==> config.mk <==
export PLATFORM = sky130hd
export DESIGN_NAME = itcm_arb_ctrl
export DESIGN_NICKNAME = d
export VERILOG_FILES = /design/src/rtl/itcm_arb_ctrl.sv
export SDC_FILE = /design/constraint.sdc
export NUM_CORES = 1
export LEC_CHECK = 0
export CAP_MARGIN = 20
export CELL_PAD_IN_SITES_DETAIL_PLACEMENT = 1
export CELL_PAD_IN_SITES_GLOBAL_PLACEMENT = 2
export CORE_ASPECT_RATIO = 1.2
export CORE_UTILIZATION = 10
export CTS_CLUSTER_SIZE = 12
export DETAILED_ROUTE_END_ITERATION = 12
export GPL_TIMING_DRIVEN = 0
export HOLD_SLACK_MARGIN = 0.05
export PLACE_DENSITY = 0.95
export SYNTH_ARGS = -nofsm -noshare
export SYNTH_HDL_FRONTEND = slang
export SYNTH_SLANG_ARGS = --single-unit
==> constraint.sdc <==
create_clock -name clk -period 1.6 [get_ports clk]
set_input_delay 0.32 -clock clk [delete_from_list [all_inputs] [get_ports clk]]
set_output_delay 0.32 -clock clk [all_outputs]
set_load 0.01 [all_outputs]
==> src/rtl/itcm_arb_ctrl.sv <==
// rtl/itcm_arb_ctrl.sv - single-port ITCM SRAM arbiter between IFU fetch and LSU load/store
// Define ITCM_ARB_RR_EN for round-robin arbitration; default is fixed LSU priority.
module itcm_arb_ctrl #(
  parameter int RAM_AW = 14,
  parameter int DW     = 32
) (
  input  logic              clk,
  input  logic              rst,
  input  logic              ifu_cmd_valid,
  output logic              ifu_cmd_ready,
  input  logic [RAM_AW-1:0] ifu_cmd_addr,
  output logic              ifu_rsp_valid,
  input  logic              ifu_rsp_ready,
  output logic [DW-1:0]     ifu_rsp_rdata,
  output logic              ifu_holdup,
  input  logic              lsu_cmd_valid,
  output logic              lsu_cmd_ready,
  input  logic              lsu_cmd_read,
  input  logic [RAM_AW-1:0] lsu_cmd_addr,
  input  logic [DW-1:0]     lsu_cmd_wdata,
  input  logic [DW/8-1:0]   lsu_cmd_wmask,
  output logic              lsu_rsp_valid,
  input  logic              lsu_rsp_ready,
  output logic [DW-1:0]     lsu_rsp_rdata,
  output logic              ram_cs,
  output logic              ram_we,
  output logic [RAM_AW-1:0] ram_addr,
  output logic [DW-1:0]     ram_wdata,
  output logic [DW/8-1:0]   ram_wem,
  input  logic [DW-1:0]     ram_dout
);

  typedef enum logic {IDLE, PEND} state_t;

  state_t state;
  logic   ifu_rsp_valid_q;
  logic   lsu_rsp_valid_q;
  logic   owner_wr;
  logic   holdup_q;
  logic   rsp_hs;
  logic   can_grant;
  logic   lsu_wins;
  logic   grant_lsu;
  logic   grant_ifu;

  // The rsp_valid registers double as the owner record: at most one is set.
  assign rsp_hs    = (ifu_rsp_valid_q & ifu_rsp_ready) | (lsu_rsp_valid_q & lsu_rsp_ready);
  assign can_grant = ~rst & ((state == IDLE) | rsp_hs);

`ifdef ITCM_ARB_RR_EN
  logic prio_lsu;

  // Priority flips only on contended grants, so a lone requester never shifts it.
  always_ff @(posedge clk or posedge rst) begin
    if (rst) begin
      prio_lsu <= 1'b1;
    end else if (ifu_cmd_valid & lsu_cmd_valid & can_grant) begin
      prio_lsu <= ~prio_lsu;
    end
  end

  assign lsu_wins = ~ifu_cmd_valid | prio_lsu;
`else
  assign lsu_wins = 1'b1;
`endif

  assign grant_lsu = can_grant & lsu_cmd_valid & lsu_wins;
  assign grant_ifu = can_grant & ifu_cmd_valid & ~grant_lsu;

  assign ifu_cmd_ready = grant_ifu;
  assign lsu_cmd_ready = grant_lsu;

  assign ram_cs    = grant_lsu | grant_ifu;
  assign ram_we    = grant_lsu & ~lsu_cmd_read;
  assign ram_addr  = grant_lsu ? lsu_cmd_addr : (grant_ifu ? ifu_cmd_addr : '0);
  assign ram_wdata = ram_we ? lsu_cmd_wdata : '0;
  assign ram_wem   = ram_we ? lsu_cmd_wmask : '0;

  // SRAM is never reselected while a response is pending, so dout stays stable.
  assign ifu_rsp_valid = ifu_rsp_valid_q;
  assign ifu_rsp_rdata = ifu_rsp_valid_q ? ram_dout : '0;
  assign lsu_rsp_valid = lsu_rsp_valid_q;
  assign lsu_rsp_rdata = (lsu_rsp_valid_q & ~owner_wr) ? ram_dout : '0;

  assign ifu_holdup = holdup_q & ~ram_cs;

  always_ff @(posedge clk or posedge rst) begin
    if (rst) begin
      state           <= IDLE;
      ifu_rsp_valid_q <= 1'b0;
      lsu_rsp_valid_q <= 1'b0;
      owner_wr        <= 1'b0;
      holdup_q        <= 1'b0;
    end else begin
      if (ram_cs) begin
        state           <= PEND;
        ifu_rsp_valid_q <= grant_ifu;
        lsu_rsp_valid_q <= grant_lsu;
        owner_wr        <= ram_we;
      end else if (rsp_hs) begin
        state           <= IDLE;
        ifu_rsp_valid_q <= 1'b0;
        lsu_rsp_valid_q <= 1'b0;
        owner_wr        <= 1'b0;
      end

      if (grant_ifu) begin
        holdup_q <= 1'b1;
      end else if (ram_cs) begin
        holdup_q <= 1'b0;
      end
    end
  end

endmodule
# Yosys cells after proc, flatten, opt, wreduce, memory -nomap -nowiden
# Cells that the tools add are included.
# W data, S select, Z words.
# word_totals
elab_cells	38
reg_bits	5
in_bits	103
# classes
bitwise	18
n_mux	13
n_reduce_logical	2
# ops
operator	count
$mux W32	3
$mux W14	2
$and A1 B1 Y1	9
$mux W1	7
$not A1 Y1	6
$mux W4	1
$reduce_bool A2 Y1	2
$or A1 B1 Y1	3

# Longest topological paths before layout
# logic_depth
word_depth	10
depth_mapped	5

# Least setup slack after synthesis
# No wires, ideal clock.
# synth_timing
kind	register to output
start	reg ifu_rsp_valid_q (netlist: ifu_rsp_valid)
end	out ram_wdata[10]
stages_incl_launch_ff	6
t_required_ps	1280
path_slack_ps	-183
path_buffers	2
t_arrival_ps	1463
cell_sequence	dfrtp_1 a22oi_2 a2111oi_4 buf_4 buf_6 and2_1
# synth_between
elab_chain_cells	7
# synth_rtl
element	line	text
start, declared	36	logic ifu_rsp_valid_q;
start signal, assigned	97	ifu_rsp_valid_q <= grant_ifu;
$and A1 B1 Y1	47	assign rsp_hs = (ifu_rsp_valid_q & ifu_rsp_ready) | (lsu_rsp_valid_q & lsu_rsp_ready);
$or A1 B1 Y1	47	
$or A1 B1 Y1	48	assign can_grant = ~rst & ((state == IDLE) | rsp_hs);
$and A1 B1 Y1	48	
$and A1 B1 Y1	67	assign grant_lsu = can_grant & lsu_cmd_valid & lsu_wins;
$and A1 B1 Y1	74	assign ram_we = grant_lsu & ~lsu_cmd_read;
$mux W32	76	assign ram_wdata = ram_we ? lsu_cmd_wdata : '0;
end, declared	28	output logic [DW-1:0] ram_wdata,
# Every way passes these cells.

# Final worst setup path
# layout_timing
start	reg ifu_rsp_valid_q (netlist: ifu_rsp_valid)
end	out ram_addr[12]
# layout_between
elab_chain_cells	9
elab_cells_between_ends	10
classes_between	2 x mux; 8 x bitwise
# layout_rtl
element	line	text
$and A1 B1 Y1 (*)	47	
$or A1 B1 Y1 (*)	47	
$or A1 B1 Y1 (*)	48	
$and A1 B1 Y1 (*)	48	
$and A1 B1 Y1	67	
$not A1 Y1	68	assign grant_ifu = can_grant & ifu_cmd_valid & ~grant_lsu;
$and A1 B1 Y1	68	
$mux W14	75	assign ram_addr = grant_lsu ? lsu_cmd_addr : (grant_ifu ? ifu_cmd_addr : '0);
$mux W14 (*)	75	
end, declared	27	output logic [RAM_AW-1:0] ram_addr,
# Every way passes the cells marked *; elsewhere a longest branch is shown, timed or not.

==> summary.md <==
| Metric | Value |
|---|---|
| Post-detailed-route count of antenna-violating nets | 0 |
| Pleak | 2.21 nW |
| Syn_nets | 277 |
| Critical Path Start Type | flop |
| Total number of vias | 2360 |
| Worst Reg-to-Reg Cells | 6 |
| GRT Total Usage | 0.131 |
| Inst Count DP | 551 |
| ANT cells | 0 |
| First drt pass iteration count | 4 |
| M3 GR Usage | 0.0335 |
| Share of post-route cells with drive strength above 1 | 0.641 |
| Busiest grt layer | met2 |
| Io pins | 224 |
| WL per Instance | 14.5 µm |
| WS Path Type | reg2out |
| Fmax | 0.493 GHz |
| Share of flip-flops with an asynchronous set or reset | 1.00 |
| Core ar. | 11200 µm² |
| Via/cell ratio | 3.83 |
| DRC viols | 0 |
| Clk buf depth | 2 |
| Tightest Pin Transition | 336 ps |
| Failing checks | negative setup slack |
| Number of enable flip-flop cells after synthesis | 0 |
| Initial antenna violation count | 0 |
| Max-slew violations | 0 |
| Clk sinks | 5 |
| Status | finished, violations left |
| Hold Vio Cnt, Final | 0 |
| Die Ht | 120 µm |
| Met1 Track Usage GR | 0.134 |
| Syn Inst Count | 174 |
| Clock Skew | 1.56 ps |
| PwrDens | 962 nW/µm² |
| Final Util | 0.414 |
| Worst Setup End Kind | output port |
| Global placement routability congestion | 0.722 |
| CTS root buffer | clkbuf_16 |
| Min Tclk post-route | 2030 ps |
| Die ar. | 12100 µm² |
| Dpl ws | -1190 ps |
| Crit path DAT | 1710 ps |
| CP max FO | 5 |
| Clk slew on worst S/H paths | 30 ps |
| Required @ worst endpoint | 1280 ps |
| Vias in the first global route | 2442 |
| First-pass GRT wire length | 12500 µm |
| CTS Hold Buffers Added | 0 |
| Final nets | 566 |
| CTS tree | done |
| Initial Util | 0.104 |
| Worst slew margin | 0.776 |
| Ys Warns | 0 |
| Met2 Resource Use GR | 0.262 |
| Number of max-cap violations | 0 |
| FF/Latch Area | 129 µm² |
| CTS H-tree lvls | 1 |
| RSZ-0062 raised after global routing | true |
| Avg Cell Area, Syn | 6.69 µm² |
| Final wirelength | 8940 µm |
| Total gr overflow | 0 |
| # port buffers | 223 |
| Synth Flop Type | dfrtp_1 |
| Sequential area share after synthesis | 0.107 |
| HPWL Detailed | 6540 µm |
| Seq cells post-synth | 5 |
| CTS Buf Count | 3 |
| Min-Delay Path Class | in2async |
| Fillers | 1295 |
| Area of the multi-input gates | 1240 µm² |
| Area grow syn2layout | 298% |
| Worst skew pair latency | 230 ps |
| Post-synth design cell area | 1160 µm² |
| DR iter-0 viols | 16 |
| Final Instance Count excl. Fillers | 616 |
| Final setup vio count | 119 |
| Yosys cell types | 22 |
| Post-route setup slack | -430 ps |
| Pin count of the biggest net entering global routing | 11 |
| Horiz. Die Dim | 101 µm |
| VDD IR max | 0.356 mV |
| Final period util | 1.27 |
| Row cnt | 42 |
==> Yosys cell counts (all sizes together), types with 2 or more instances <==
master	count	area share
buf	6	0.039
inv	3	0.0097
dfrtp	5	0.11
a22oi	15	0.10
nand2	2	0.0064
nor2	18	0.058
o21ai	2	0.0086
nor2b	2	0.011
a2bb2oi	2	0.015
a21oi	2	0.0086
and2	101	0.54
clkbuf	9	0.029
==> power breakdown <==
group          internal (mW)  leakage, nW  switching [mW]
combinational           2.47         2.12            1.35
clock                  0.330       0.0382          0.0804
sequential             0.183       0.0581          0.0503
==> cells in the final DEF (no fill, tap or decap), drive strengths merged <==
cell,n
a211oi,1
nand2b,1
a21oi,2
nor2b,2
clkdlybuf4s50,96
clkbuf,8
nand2,2
dfrtp,5
buf,192
dlygate4sd2,5
o21a,1
a31o,1
o21ai,2
a21o,1
and2,101
clkdlybuf4s15,1
inv,3
a2bb2oi,2
a22oi,15
a32o,1
dlymetal6s2s,1
a2111oi,1
nor2,18
==> critical path: stages, from the launching register on <==
cell,delay [ps]
dfrtp_2,400
a22oi_2,240
buf_4,170
a21o_1,120
buf_6,140
buf_8,140
buf_12,110
nor2_1,30
buf_2,140
==> cells by family (layout without fill, tap and decap cells) <==
family                 Yosys count  after routing  share of synthesized area
flip-flops                       5              5                      0.107
AND/OR/NAND/NOR                124            124                      0.623
buffers and inverters           18            306                     0.0773
AO/OA/AOI/OAI                   27             27                      0.192
==> sequential cells by signal, indices dropped and copies added (netlist names) <==
| signal | count |
|---|---|
| ifu_rsp_valid | 1 |
| owner_wr | 1 |
| state | 1 |
| lsu_rsp_valid | 1 |
| holdup_q | 1 |
==> what timing repair did <==
| item | CTS | global route |
|---|---|---|
| setup endpoints to repair | 124 | 120 |
| hold endpoints to repair | 0 | 0 |
| cloned | 7 | 0 |
| resized for setup | 648 | 109 |
| setup buffers | 43 | 21 |
| pin swaps | 37 | 21 |
==> path summary, 6_finish.rpt <==
path | startpoint | slack [ps] | end
worst max register to register | ifu_rsp_valid$_DFFE_PP0P_ | 160 | lsu_rsp_valid$_DFFE_PP0P_
worst min register to register | holdup_q$_DFFE_PP0P_ | 580 | holdup_q$_DFFE_PP0P_
max in group asynchronous | rst | 1100 | lsu_rsp_valid$_DFFE_PP0P_
worst min-delay path | rst | 300 | owner_wr$_DFFE_PP0P_
worst max-delay path | ifu_rsp_valid$_DFFE_PP0P_ | -430 | ram_addr[12]
min in group clk | ifu_rsp_ready | 570 | ifu_rsp_valid$_DFFE_PP0P_
==> area by class of cell <==
type | count | area share
timing repair buffer | 289 | 0.619
multi-input combinational | 151 | 0.268
tap | 154 | 0.0415
sequential | 5 | 0.0278
buffer | 10 | 0.0248
clock buffer | 4 | 0.0170
inverter | 3 | 0.00243
==> stage by stage <==
step                      cell area [µm²]  setup TNS (ps)  hold slack (ps)  power (mW)
after floorplan                      1220            -972             98.5        1.09
after global placement               3650          -79710              540        2.38
after detailed placement             3650          -83440              525        2.41
after CTS                            4210          -31860              289        3.80
after global routing                 4640          -37140              329        4.73
final                                4640          -30050              295        4.46
==> metal layers <==
layer | vias to the layer above | wire, µm
met5 | - | 0
met1 | 1071 | 3260
met2 | 143 | 4910
met4 | 0 | 63
li1 | 1140 | -
met3 | 6 | 700
No activity file was read; power rests on OpenSTA's default activity.
